===== config.mk =====
export PLATFORM = sky130hd
export DESIGN_NAME = hub75_scan_reader
export DESIGN_NICKNAME = d
export VERILOG_FILES = /design/src/rtl/proto_display_pkg.sv /design/src/rtl/bcm_timer.sv /design/src/rtl/hub75_scan_reader.sv
export SDC_FILE = /design/constraint.sdc
export NUM_CORES = 1
export LEC_CHECK = 0
export CELL_PAD_IN_SITES_DETAIL_PLACEMENT = 1
export CELL_PAD_IN_SITES_GLOBAL_PLACEMENT = 2
export CORE_UTILIZATION = 38
export CTS_CLUSTER_DIAMETER = 60
export DETAILED_ROUTE_END_ITERATION = 10
export GPL_TIMING_DRIVEN = 0
export PLACE_DENSITY = 0.91
export SYNTH_ARGS = -nofsm -noshare
export SYNTH_HDL_FRONTEND = slang
export SYNTH_SLANG_ARGS = --single-unit

===== constraint.sdc =====
create_clock -name clk_in -period 4.8 [get_ports clk_in]
set_input_delay 0.96 -clock clk_in [delete_from_list [all_inputs] [get_ports clk_in]]
set_output_delay 0.96 -clock clk_in [all_outputs]
set_load 0.02 [all_outputs]

===== src/rtl/proto_display_pkg.sv =====
// proto_display_pkg
//   Shared definitions for the face pixel buffer display path.
//   - DEF_LOG_POWER_MOD : default bits per colour channel (= number of BCM planes)
//   - pixel_size()      : width of one packed pixel word, {R, G, B}
//   - r_offset/g_offset : LSB position of the R and G fields (B always sits at bit 0)
//   - SCAN_STATE        : state encoding of the panel scan FSM
//   - pixel_addr()      : linear buffer address of (row, col)
package proto_display_pkg;

    localparam int DEF_LOG_POWER_MOD = 4;

    typedef enum logic [1:0] {
        IDLE  = 2'd0,
        SHIFT = 2'd1,
        LATCH = 2'd2,
        SHOW  = 2'd3
    } SCAN_STATE;

    function automatic int pixel_size(input int log_power_mod);
        return 3 * log_power_mod;
    endfunction

    function automatic int r_offset(input int log_power_mod);
        return 2 * log_power_mod;
    endfunction

    function automatic int g_offset(input int log_power_mod);
        return log_power_mod;
    endfunction

    // Evaluated at 32 bits so the product never wraps before the caller
    // narrows it to the real address width.
    function automatic int unsigned pixel_addr(input int unsigned row,
                                               input int unsigned col,
                                               input int unsigned num_pixels);
        return row * num_pixels + col;
    endfunction

endpackage


===== src/rtl/bcm_timer.sv =====
// bcm_timer
//   Loadable down-counter that times one BCM display phase.
//   Ports:
//     clk_in  - system clock
//     rst_in  - asynchronous active-low reset
//     load    - load BASE_TICKS << plane on this cycle
//     plane   - bit plane whose weight is loaded
//     done    - high while the counter is at zero
//   The top pulses load on the last SHIFT cycle, so the count passes through
//   the LATCH cycle and reaches zero exactly on the final SHOW cycle.
module bcm_timer
    import proto_display_pkg::*;
#(
    parameter int  BASE_TICKS    = 64,
    parameter int  LOG_POWER_MOD = DEF_LOG_POWER_MOD,
    localparam int PLANE_W       = $clog2(LOG_POWER_MOD),
    localparam int CNT_W         = $clog2(BASE_TICKS << (LOG_POWER_MOD - 1)) + 1
) (
    input  logic               clk_in,
    input  logic               rst_in,
    input  logic               load,
    input  logic [PLANE_W-1:0] plane,
    output logic               done
);

    logic [CNT_W-1:0] cnt_q;
    logic [CNT_W-1:0] cnt_d;

    always_comb begin
        cnt_d = cnt_q;
        if (load) begin
            cnt_d = CNT_W'(BASE_TICKS) << plane;
        end else if (cnt_q != '0) begin
            cnt_d = cnt_q - 1'b1;
        end
    end

    always_ff @(posedge clk_in or negedge rst_in) begin
        if (!rst_in) begin
            cnt_q <= '0;
        end else begin
            cnt_q <= cnt_d;
        end
    end

    assign done = (cnt_q == '0);

endmodule


===== src/rtl/hub75_scan_reader.sv =====
// hub75_scan_reader
//   Read side of the face pixel buffer. Scans the buffer row by row and drives
//   a HUB75 panel using binary-code modulation over LOG_POWER_MOD bit planes.
//   Each (row, plane) pair is one SHIFT -> LATCH -> SHOW pass; a frame is
//   NUM_BLOCK_ROWS * LOG_POWER_MOD passes.
//   Ports:
//     clk_in, rst_in        - clock, asynchronous active-low reset
//     enable_in             - run frames while high (checked at frame boundaries)
//     pixel_rd_addr         - buffer read address, row*NUM_PIXELS+col
//     pixel_rd_data         - buffer word {R,G,B}, valid RD_LATENCY cycles after addr
//     r_out, g_out, b_out   - selected plane bit of the current column
//     panel_clk_out         - column shift clock, one cycle high per column
//     latch_out             - one-cycle latch pulse after each row shift
//     oe_n_out              - active-low output enable, low only during SHOW
//     row_addr_out          - row currently latched on the panel
//     frame_start           - pulse on the first SHIFT cycle of row 0 / plane 0
//     busy                  - high whenever the scanner is not idle
module hub75_scan_reader
    import proto_display_pkg::*;
#(
    parameter int  NUM_BLOCK_ROWS = 16,
    parameter int  NUM_PIXELS     = 128,
    parameter int  LOG_POWER_MOD  = DEF_LOG_POWER_MOD,
    parameter int  RD_LATENCY     = 2,
    parameter int  BASE_TICKS     = 64,
    localparam int ADDR_W         = $clog2(NUM_BLOCK_ROWS * NUM_PIXELS),
    localparam int ROW_W          = $clog2(NUM_BLOCK_ROWS),
    localparam int PIX_W          = pixel_size(LOG_POWER_MOD)
) (
    input  logic              clk_in,
    input  logic              rst_in,
    input  logic              enable_in,
    output logic [ADDR_W-1:0] pixel_rd_addr,
    input  logic [PIX_W-1:0]  pixel_rd_data,
    output logic              r_out,
    output logic              g_out,
    output logic              b_out,
    output logic              panel_clk_out,
    output logic              latch_out,
    output logic              oe_n_out,
    output logic [ROW_W-1:0]  row_addr_out,
    output logic              frame_start,
    output logic              busy
);

    localparam int COL_W   = $clog2(NUM_PIXELS);
    localparam int PLANE_W = $clog2(LOG_POWER_MOD);
    localparam int T_W     = $clog2(2 * NUM_PIXELS + RD_LATENCY + 1);
    localparam int R_LSB   = r_offset(LOG_POWER_MOD);
    localparam int G_LSB   = g_offset(LOG_POWER_MOD);

    // Last SHIFT cycle is the final column's panel clock.
    localparam logic [T_W-1:0]     T_LAST      = T_W'(2 * NUM_PIXELS + RD_LATENCY);
    localparam logic [T_W-1:0]     T_ISSUE_END = T_W'(2 * NUM_PIXELS);
    localparam logic [COL_W-1:0]   COL_LAST    = COL_W'(NUM_PIXELS - 1);
    localparam logic [PLANE_W-1:0] PLANE_LAST  = PLANE_W'(LOG_POWER_MOD - 1);
    localparam logic [ROW_W-1:0]   ROW_LAST    = ROW_W'(NUM_BLOCK_ROWS - 1);

    function automatic logic [ADDR_W-1:0] addr_of(input logic [ROW_W-1:0] row,
                                                  input logic [COL_W-1:0] col);
        return ADDR_W'(pixel_addr(32'(row), 32'(col), NUM_PIXELS));
    endfunction

    SCAN_STATE          state_q;
    logic [T_W-1:0]     t_q;
    logic [COL_W-1:0]   col_q;
    logic [ROW_W-1:0]   row_q;
    logic [PLANE_W-1:0] plane_q;
    logic [ADDR_W-1:0]  addr_q;
    logic               latch_q;
    logic               oe_n_q;
    logic [ROW_W-1:0]   row_out_q;
    logic               frame_start_q;

    logic               plane_wrap;
    logic               frame_end;
    logic [ROW_W-1:0]   next_row;
    logic               timer_load;
    logic               timer_done;
    logic               col_issue;

    assign plane_wrap = (plane_q == PLANE_LAST);
    assign frame_end  = plane_wrap && (row_q == ROW_LAST);
    assign next_row   = !plane_wrap ? row_q :
                        ((row_q == ROW_LAST) ? '0 : row_q + 1'b1);

    assign timer_load = (state_q == SHIFT) && (t_q == T_LAST);

    // A new column address is presented on every even SHIFT cycle.
    assign col_issue  = (state_q == SHIFT) && !t_q[0] && (t_q < T_ISSUE_END);

    bcm_timer #(
        .BASE_TICKS   (BASE_TICKS),
        .LOG_POWER_MOD(LOG_POWER_MOD)
    ) u_bcm_timer (
        .clk_in(clk_in),
        .rst_in(rst_in),
        .load  (timer_load),
        .plane (plane_q),
        .done  (timer_done)
    );

    // ---------------------------------------------------------------- FSM
    always_ff @(posedge clk_in or negedge rst_in) begin
        if (!rst_in) begin
            state_q       <= IDLE;
            t_q           <= '0;
            col_q         <= '0;
            row_q         <= '0;
            plane_q       <= '0;
            addr_q        <= '0;
            latch_q       <= 1'b0;
            oe_n_q        <= 1'b1;
            row_out_q     <= '0;
            frame_start_q <= 1'b0;
        end else begin
            latch_q       <= 1'b0;
            frame_start_q <= 1'b0;
            case (state_q)
                IDLE: begin
                    oe_n_q <= 1'b1;
                    if (enable_in) begin
                        state_q       <= SHIFT;
                        t_q           <= '0;
                        col_q         <= '0;
                        row_q         <= '0;
                        plane_q       <= '0;
                        addr_q        <= addr_of('0, '0);
                        frame_start_q <= 1'b1;
                    end
                end
                SHIFT: begin
                    if (t_q == T_LAST) begin
                        state_q   <= LATCH;
                        latch_q   <= 1'b1;
                        row_out_q <= row_q;
                    end else begin
                        t_q <= t_q + 1'b1;
                        // Odd cycle: advance so the next even cycle sees the new column.
                        if (t_q[0] && (col_q != COL_LAST)) begin
                            col_q  <= col_q + 1'b1;
                            addr_q <= addr_of(row_q, col_q + 1'b1);
                        end
                    end
                end
                LATCH: begin
                    state_q <= SHOW;
                    oe_n_q  <= 1'b0;
                end
                SHOW: begin
                    if (timer_done) begin
                        oe_n_q  <= 1'b1;
                        plane_q <= plane_wrap ? '0 : plane_q + 1'b1;
                        row_q   <= next_row;
                        t_q     <= '0;
                        col_q   <= '0;
                        addr_q  <= addr_of(next_row, '0);
                        // enable_in only matters once a whole frame has been shown.
                        if (!frame_end || enable_in) begin
                            state_q       <= SHIFT;
                            frame_start_q <= frame_end;
                        end else begin
                            state_q <= IDLE;
                        end
                    end
                end
                default: begin
                    state_q <= IDLE;
                end
            endcase
        end
    end

    // ------------------------------------------------ read-return datapath
    // vld_q tracks which cycles carry a requested column on pixel_rd_data.
    logic [RD_LATENCY-1:0] vld_q;
    logic [RD_LATENCY-1:0] vld_d;
    logic                  arm_q;
    logic                  pclk_q;
    logic                  r_q;
    logic                  g_q;
    logic                  b_q;

    logic [LOG_POWER_MOD-1:0] r_field;
    logic [LOG_POWER_MOD-1:0] g_field;
    logic [LOG_POWER_MOD-1:0] b_field;

    assign r_field = pixel_rd_data[R_LSB +: LOG_POWER_MOD];
    assign g_field = pixel_rd_data[G_LSB +: LOG_POWER_MOD];
    assign b_field = pixel_rd_data[0 +: LOG_POWER_MOD];

    always_comb begin
        vld_d    = vld_q << 1;
        vld_d[0] = col_issue;
    end

    // Data is captured one cycle before the panel clock so r/g/b are stable
    // across the whole high phase.
    always_ff @(posedge clk_in or negedge rst_in) begin
        if (!rst_in) begin
            vld_q  <= '0;
            arm_q  <= 1'b0;
            pclk_q <= 1'b0;
            r_q    <= 1'b0;
            g_q    <= 1'b0;
            b_q    <= 1'b0;
        end else begin
            vld_q  <= vld_d;
            arm_q  <= vld_q[RD_LATENCY-1];
            pclk_q <= arm_q;
            if (vld_q[RD_LATENCY-1]) begin
                r_q <= r_field[plane_q];
                g_q <= g_field[plane_q];
                b_q <= b_field[plane_q];
            end
        end
    end

    assign pixel_rd_addr = addr_q;
    assign r_out         = r_q;
    assign g_out         = g_q;
    assign b_out         = b_q;
    assign panel_clk_out = pclk_q;
    assign latch_out     = latch_q;
    assign oe_n_out      = oe_n_q;
    assign row_addr_out  = row_out_q;
    assign frame_start   = frame_start_q;
    assign busy          = (state_q != IDLE);

endmodule


==> metrics.md, run 1 <==
| Metric | Value |
|---|---|
| Status | `complete, no violations` |
| Ys Warns | `0` |
| Routed vias/inst | `5.29` |
| Period Utilization, post-route | `0.598` |
| # nets final | `between 300 and 400` |
| Setup bufs post-CTS | `0` |
| Startpoint class of the critical path | `flip-flop` |
| Fin cells | `466` |
| Layout area overhead | `25.4%` |
| Slowest stage delay, CP | `around 0.6 ns` |
| Vias in the first global route | `2613` |
| Top post-synthesis cells by area | `dfrtp_1, ha_1, nand2_1, o21ai_0, nor2_1` |
| Fin crit period | `around 2.9 ns` |
| Die width | `about 90 microns` |
| Sequential fraction of the synthesis area | `0.471` |
| Max Cap Viol | `0` |
| First-pass GRT wire length | `around 13000 microns` |
| CTS tree | `built` |
| Dpl ws | `2.07 ns` |
| Top Ports | `38` |
| Leak | `0.00170 uW` |
| Share of Yosys cell area claimed by the top area cell type | `0.462` |
| Top_reg_cell synth | `dfrtp_1` |
| Crit-path cells | `inv_1 > ha_1 > inv_1 > clkdlybuf4s50_1` |
| Standard-cell rows | `32` |
| Slew headroom | `0.631` |
| Cell taking the most area after synthesis | `dfrtp_1` |
| Total GRT Usage | `0.199` |
| DRT antenna net count | `0` |
| DR DRC count | `0` |
| Buf/Inv on CP | `3` |
| Worst Path Required | `between 3 and 4 ns` |
| Fin Setup TNS | `0 ns` |
| Worst-margin pin slew | `0.554 ns` |
| Flops & latches, synth | `57` |
| Top cell by count, worst path | `inv_1` |
| Crit path DAT | `between 1.5 and 2 ns` |
| PwrDens | `approximately 560 nW/um^2` |
| Top Family by Delay on Critical Path | `buffers and inverters` |
| Worst-path fanout max | `6` |
| Fin util | `0.492` |
| DRT Pass-1 Iters | `4` |
| I/O Buffers | `37` |
| Core ar. | `just under 8000 sq um` |
| Layout cell share with drive strength beyond 1 | `0.115` |
| Routed vias | `between 2000 and 2500` |
| Post-DP HPWL | `around 5300 microns` |
| Synth Net Count | `341` |
| DP Cell Count | `between 400 and 500` |
| Setup violators final | `0` |
| CP Capture Type | `output port` |
| Worst-path clk slew | `0.07 ns` |
| Post-cts resize count | `0` |
| DR iter-0 viols | `120` |
| GRT overflow | `0` |
| Clk_skew | `about 0.011 ns` |
| Routability-driven placement congestion ratio | `roughly 0.74` |
| Diodes inserted | `0` |
| Synth async-reset ratio | `1.00` |
| Die Ht | `91.3 microns` |
| Largest net degree at the start of global routing | `37` |
| Fmax | `348 MHz` |
| Final number of max-transition violations | `0` |
| Cell area after synthesis | `3030 sq um` |
| Wire length per cell | `between 15 and 20 microns` |
| CP Class | `reg2out` |
| Clk_lat worst skew | `0.35 ns` |
| Avg Inst Size Synth | `9.78 sq um` |
| TritonCTS Buffers | `9` |
| Cell variety after synth | `between 40 and 50` |
| Synth Instances | `310` |
| DIE AREA | `8340 sq um` |
| Final Power | `2130 uW` |
| CTS H-tree lvls | `3` |
| Fin. Hold Viols | `0` |
| CTS max path bufs | `2` |
| Worst min-delay path category | `reg2reg` |
| Hold Buf Count CTS | `0` |
| Worst Setup Slack, final | `between 1.5 and 2 ns` |
| Number of synthesized flops with an enable pin | `0` |
| Clock Sinks | `57` |
| Initial antenna violation count | `0` |
| WL final | `around 7600 microns` |
| RSZ-0062 raised after global routing | `false` |
| Worst path slowest cell | `clkdlybuf4s50_1` |
| Root Buffer | `clkbuf_8` |
| VDD IR max | `0.000216 V` |
| Starting Density | `0.392` |
[logic make-up (layout without fill, tap and decap cells)]
| group | after synthesis | after routing | share of synthesized area |
|---|---|---|---|
| xor gates and xnor gates | 10 | 10 | 0.0289 |
| adders and majority gates | 16 | 16 | 0.0660 |
| and+or+nand+nor | 127 | 127 | 0.209 |
| AOI/OAI and AO/OA | 64 | 64 | 0.140 |
| DFF | 57 | 57 | 0.471 |
| muxes | 10 | 10 | 0.0475 |
| buffers and inverters | 26 | 80 | 0.0371 |
[final cells by class]
class	count	area [sq um]
well taps	102	128
fillers	893	3930
inverters	12	45.0
multi-input cells	227	1490
flip-flops and latches	57	1430
clock inverters	6	130
clock buffers	10	128
repair buffers	38	385
plain buffers	14	67.6
[worst reg2reg max path, cell delays in order, from the launching register on]
cell	delay, ns
dfrtp_1	0.45
inv_1	0.16
ha_1	0.31
inv_1	0.20
a211oi_2	0.46
nand4_1	0.32
o31ai_1	0.32
[cell usage after synthesis (3+ instances only)]
cell type	n
a21oi_1	8
a32o_1	4
and2_1	4
and3_1	8
buf_2	6
clkbuf_1	6
dfrtp_1	56
ha_1	16
inv_1	12
mux2_2	5
mux4_2	3
nand2_1	43
nand2b_1	3
nand3_1	15
nand4_1	6
nor2_1	28
nor3_1	8
o21ai_0	27
o31ai_1	8
xnor2_1	6
xor2_1	4
[placed cells by master, fill, tap and decap left out, drive strengths merged, types with 2 or more instances in the layout]
| cell | n |
|---|---|
| a21o | 2 |
| a32o | 4 |
| nor3b | 2 |
| a22o | 2 |
| nor2b | 3 |
| o31ai | 8 |
| o21ai | 27 |
| a2bb2oi | 2 |
| and3 | 8 |
| mux2i | 2 |
| nand4 | 6 |
| a21oi | 8 |
| inv | 12 |
| clkbuf | 16 |
| nor2 | 28 |
| and2 | 4 |
| nand3 | 16 |
| dfrtp | 56 |
| xor2 | 4 |
| ha | 16 |
| mux2 | 5 |
| clkinv | 2 |
| nand2 | 43 |
| buf | 10 |
| mux4 | 3 |
| clkdlybuf4s50 | 36 |
| nor3 | 10 |
| bufinv | 4 |
| nand2b | 3 |
| o21a | 2 |
| xnor2 | 6 |
| o211ai | 2 |
| or4 | 2 |
| a211oi | 2 |
[worst paths after layout]
| path | cells after the start | from | slack [ns] | endpoint |
|---|---|---|---|---|
| max | 4 | state_q[0] | 1.93 | busy |
| min | 0 | arm_q | 0.35 | panel_clk_out |
| max reg2reg | 6 | state_q[1] | 2.49 | col_q[3] |
| min reg2reg | 0 | arm_q | 0.35 | panel_clk_out |
| max in group asynchronous | 2 | rst_in | 3.58 | oe_n_out |
| min in group asynchronous | 1 | rst_in | 0.57 | pixel_rd_addr[2] |
[per-stage QoR]
step | hold slack, ns | area (sq um)
after floorplan | 0.331 | 3030
after global placement | 0.333 | 3530
after detailed placement | 0.340 | 3540
after CTS | 0.354 | 3800
after global routing | 0.356 | 3800
final | 0.348 | 3800
[state kept, by name (all words and copies together) (netlist names)]
name               count
oe_n_out               1
b_out                  1
t_q                    9
vld_q                  2
u_bcm_timer.cnt_q     10
state_q                2
g_out                  1
pixel_rd_addr         10
arm_q                  1
panel_clk_out          1
r_out                  1
col_q                  6
plane_q                2
row_addr_out           4
row_q                  4
frame_start            1
latch_out              1
[metal layers]
metal	GRT usage	vias up	wire length, microns
li1	-	1189	-
met1	0.255	1213	3520
met2	0.324	47	3640
met3	0.0419	14	238
met4	0.0886	0	156
met5	0	-	0
[where the power goes]
part	switching [uW]	internal, uW	total (uW)
Sequential	112	590	702
Combinational	501	333	833
Clock	199	396	595
Note: power is estimated with default switching activity, not from simulation.
==> run 2, diff against run 1 <==
--- a/config.mk
+++ b/config.mk
@@ -7,11 +7,11 @@
 export LEC_CHECK = 0
 export CELL_PAD_IN_SITES_DETAIL_PLACEMENT = 1
 export CELL_PAD_IN_SITES_GLOBAL_PLACEMENT = 2
-export CORE_UTILIZATION = 38
+export CORE_UTILIZATION = 35
 export CTS_CLUSTER_DIAMETER = 60
 export DETAILED_ROUTE_END_ITERATION = 10
 export GPL_TIMING_DRIVEN = 0
-export PLACE_DENSITY = 0.91
+export PLACE_DENSITY = 0.85
 export SYNTH_ARGS = -nofsm -noshare
 export SYNTH_HDL_FRONTEND = slang
 export SYNTH_SLANG_ARGS = --single-unit
==> constraint.sdc (replaced) <==
create_clock -name clk_in -period 2.7 [get_ports clk_in]
set_input_delay 0.54 -clock clk_in [delete_from_list [all_inputs] [get_ports clk_in]]
set_output_delay 0.54 -clock clk_in [all_outputs]
set_load 0.02 [all_outputs]
==> run 2 against run 1 <==
- design area decreased by 2.0%
- worst hold slack got worse by 0.20 ns
- global-route usage decreased by 1.4 points
- sequential cell count unchanged
- register-to-register slack got worse by 2.1 ns
- critical endpoint unchanged
==> metrics.md, run 2 (synthesis gave the netlist of run 1 again) <==
| Metric | Value |
|---|---|
| Status | `complete, no violations (unchanged)` |
| Final Power | `3490 uW (was 2130 uW)` |
| RSZ-0062 raised after global routing | `false (unchanged)` |
| Routed vias/inst | `5.29 (about the same)` |
| Startpoint class of the critical path | `flip-flop (unchanged)` |
| CTS H-tree lvls | `3 (unchanged)` |
| Sw Pwr | `1430 uW (was 811 uW)` |
| Commonest non-fill, non-tap cell in the layout | `dfrtp_1 (unchanged)` |
| Layout area overhead | `22.9% (was 25.4%)` |
| Hold Buf Count CTS | `0 (unchanged)` |
| Post-DP HPWL | `5380 microns (was 5290 microns)` |
| CP Class | `reg2out (unchanged)` |
| Layout cell share with drive strength beyond 1 | `0.110 (was 0.115)` |
| R2r setup slk | `0.37 ns (was 2.49 ns)` |
| DR iter-0 viols | `52 (was 120)` |
| Crit path DAT | `1.89 ns (was 1.91 ns)` |
| Setup violators final | `0 (unchanged)` |
| Fin cells | `468 (was 466)` |
| Total GRT Usage | `0.185 (was 0.199)` |
| CP Capture Type | `output port (unchanged)` |
| DRT antenna net count | `0 (unchanged)` |
| TritonCTS Buffers | `9 (unchanged)` |
| Fin. Hold Viols | `0 (unchanged)` |
| Root Buffer | `clkbuf_8 (unchanged)` |
| Core ar. | `8300 sq um (was 7730 sq um)` |
| Leak | `0.00166 uW (was 0.00170 uW)` |
| Vias in the first global route | `2571 (was 2613)` |
| Slew headroom | `0.589 (was 0.631)` |
| Starting Density | `0.365 (was 0.392)` |
| Fin crit period | `2.43 ns` |
| Max Cap Viol | `0 (unchanged)` |
| Slowest stage delay, CP | `0.60 ns (about the same)` |
| Largest net degree at the start of global routing | `40 (was 37)` |
| Worst-path clk slew | `0.07 ns (about the same)` |
| Clk_lat worst skew | `0.34 ns (was 0.35 ns)` |
| Worst-margin pin slew | `0.613 ns (was 0.554 ns)` |
| Standard-cell rows | `33 (was 32)` |
| Sequential power share | `0.356 (was 0.329)` |
| CTS tree | `built (unchanged)` |
| Clock Sinks | `57 (unchanged)` |
| Post-cts resize count | `0 (unchanged)` |
| DP Cell Count | `453 (was 450)` |
| First-pass GRT wire length | `12800 microns (unchanged)` |
| Initial antenna violation count | `0 (unchanged)` |
| Worst min-delay path category | `in2async (was reg2reg)` |
| CTS max path bufs | `2 (unchanged)` |
| Diodes inserted | `0 (unchanged)` |
| DIE AREA | `9040 sq um (was 8340 sq um)` |
| I/O Buffers | `37 (unchanged)` |
| Most frequent cells in the layout | `dfrtp_1, nand2_1, clkdlybuf4s50_1 (unchanged)` |
| WL final | `7390 microns (was 7550 microns)` |
| Die Ht | `95.1 microns (was 91.3 microns)` |
| Top Ports | `38 (unchanged)` |
| DR DRC count | `0 (unchanged)` |
| Worst-path fanout max | `6 (unchanged)` |
| DRT Pass-1 Iters | `4 (unchanged)` |
| Routability-driven placement congestion ratio | `0.733 (was 0.736)` |
| Switching Fraction | `0.410 (was 0.381)` |
| Wire length per cell | `15.8 microns (was 16.2 microns)` |
| Top cell by count, worst path | `inv_1 (unchanged)` |
| Worst path slowest cell | `clkdlybuf4s50_1 (unchanged)` |
| Fmax | `between 400 and 500 MHz` |
| Part of the power in the clock network | `0.215 (was 0.279)` |
| Setup bufs post-CTS | `0 (unchanged)` |
| Final number of max-transition violations | `0 (unchanged)` |
| Die width | `95.1 microns (was 91.3 microns)` |
| Logic pwr share | `0.429 (was 0.391)` |
| Routed vias | `2477 (was 2463)` |
| Worst Path Required | `2.16 ns (was 3.84 ns)` |
| Crit-path cells | `inv_1 > ha_1 > inv_1 > clkdlybuf4s50_1 (unchanged)` |
| GRT overflow | `0 (unchanged)` |
| Clk_skew | `0.00961 ns (was 0.0106 ns)` |
| VDD IR max | `0.000365 V (was 0.000216 V)` |
| PwrDens | `937 nW/um^2 (was 560 nW/um^2)` |
| # nets final | `390 (unchanged)` |
| Period Utilization, post-route | `0.900` |
| Pint | `2060 uW (was 1320 uW)` |
run 2: cell types whose count changed in the layout (fill, tap and decap cells not counted):
cell and delta:
bufinv_16 -3, clkbuf_1 +1, clkinv_2 +1
run 2: worst paths after layout:
path | depth (start not counted) | start | to
setup reg to reg | 6 | state_q[1] | col_q[3]
hold / removal | 1 | rst_in | u_bcm_timer.cnt_q[3]
hold reg to reg | 0 | arm_q | panel_clk_out
max in group asynchronous | 2 | rst_in | row_addr_out[2]
setup / recovery | 4 | state_q[0] | busy
min in group clk_in | 0 | arm_q | panel_clk_out
run 2: critical path: cells and delay by family (launching register included):
family | cells | cell delay (ns)
buf+inv | 3 | 0.81
flops | 1 | 0.46
fa+ha+maj | 1 | 0.28
run 2: final cells by class:
type,count,area [sq um]
Tap cell,105,131
Buffer,14,67.6
Clock inverter,4,45.0
Inverter,12,45.0
Sequential cell,57,1430
Clock buffer,11,131
Timing Repair Buffer,38,385
Fill cell,972,4570
Multi-Input combinational cell,227,1490
run 2: through the flow:
stage	hold slack, ns	TNS, ns	area, sq um	setup WS [ns]	utilization
after global routing	0.171	0	3720	0.165	0.449
final	0.150	0	3720	0.270	0.449
after CTS	0.154	0	3720	0.274	0.449
after global placement	0.335	-44.43	3530	-0.796	0.426
after floorplan	0.244	0	3030	0.882	-
after detailed placement	0.344	0	3550	0.413	0.428
run 2: routing by layer:
| metal | wire length (microns) | global-route usage | vias to the layer above | share of wire |
|---|---|---|---|---|
| li1 | - | - | 1189 | - |
| met1 | 3550 | 0.249 | 1244 | 0.48 |
| met2 | 3550 | 0.295 | 35 | 0.48 |
| met3 | 158 | 0.0287 | 9 | 0.021 |
| met4 | 135 | 0.0795 | 0 | 0.018 |
| met5 | 0 | 0 | - | 0 |
run 2: power by group through the flow:
stage	sequential (uW)	clock [uW]	combinational [uW]
6_report	1240	752	1500
3_3_place_gp	1250	0	1450
5_1_grt	1270	810	1680
4_1_cts	1250	774	1530
3_5_place_dp	1260	0	1500
2_1_floorplan	1270	0	972
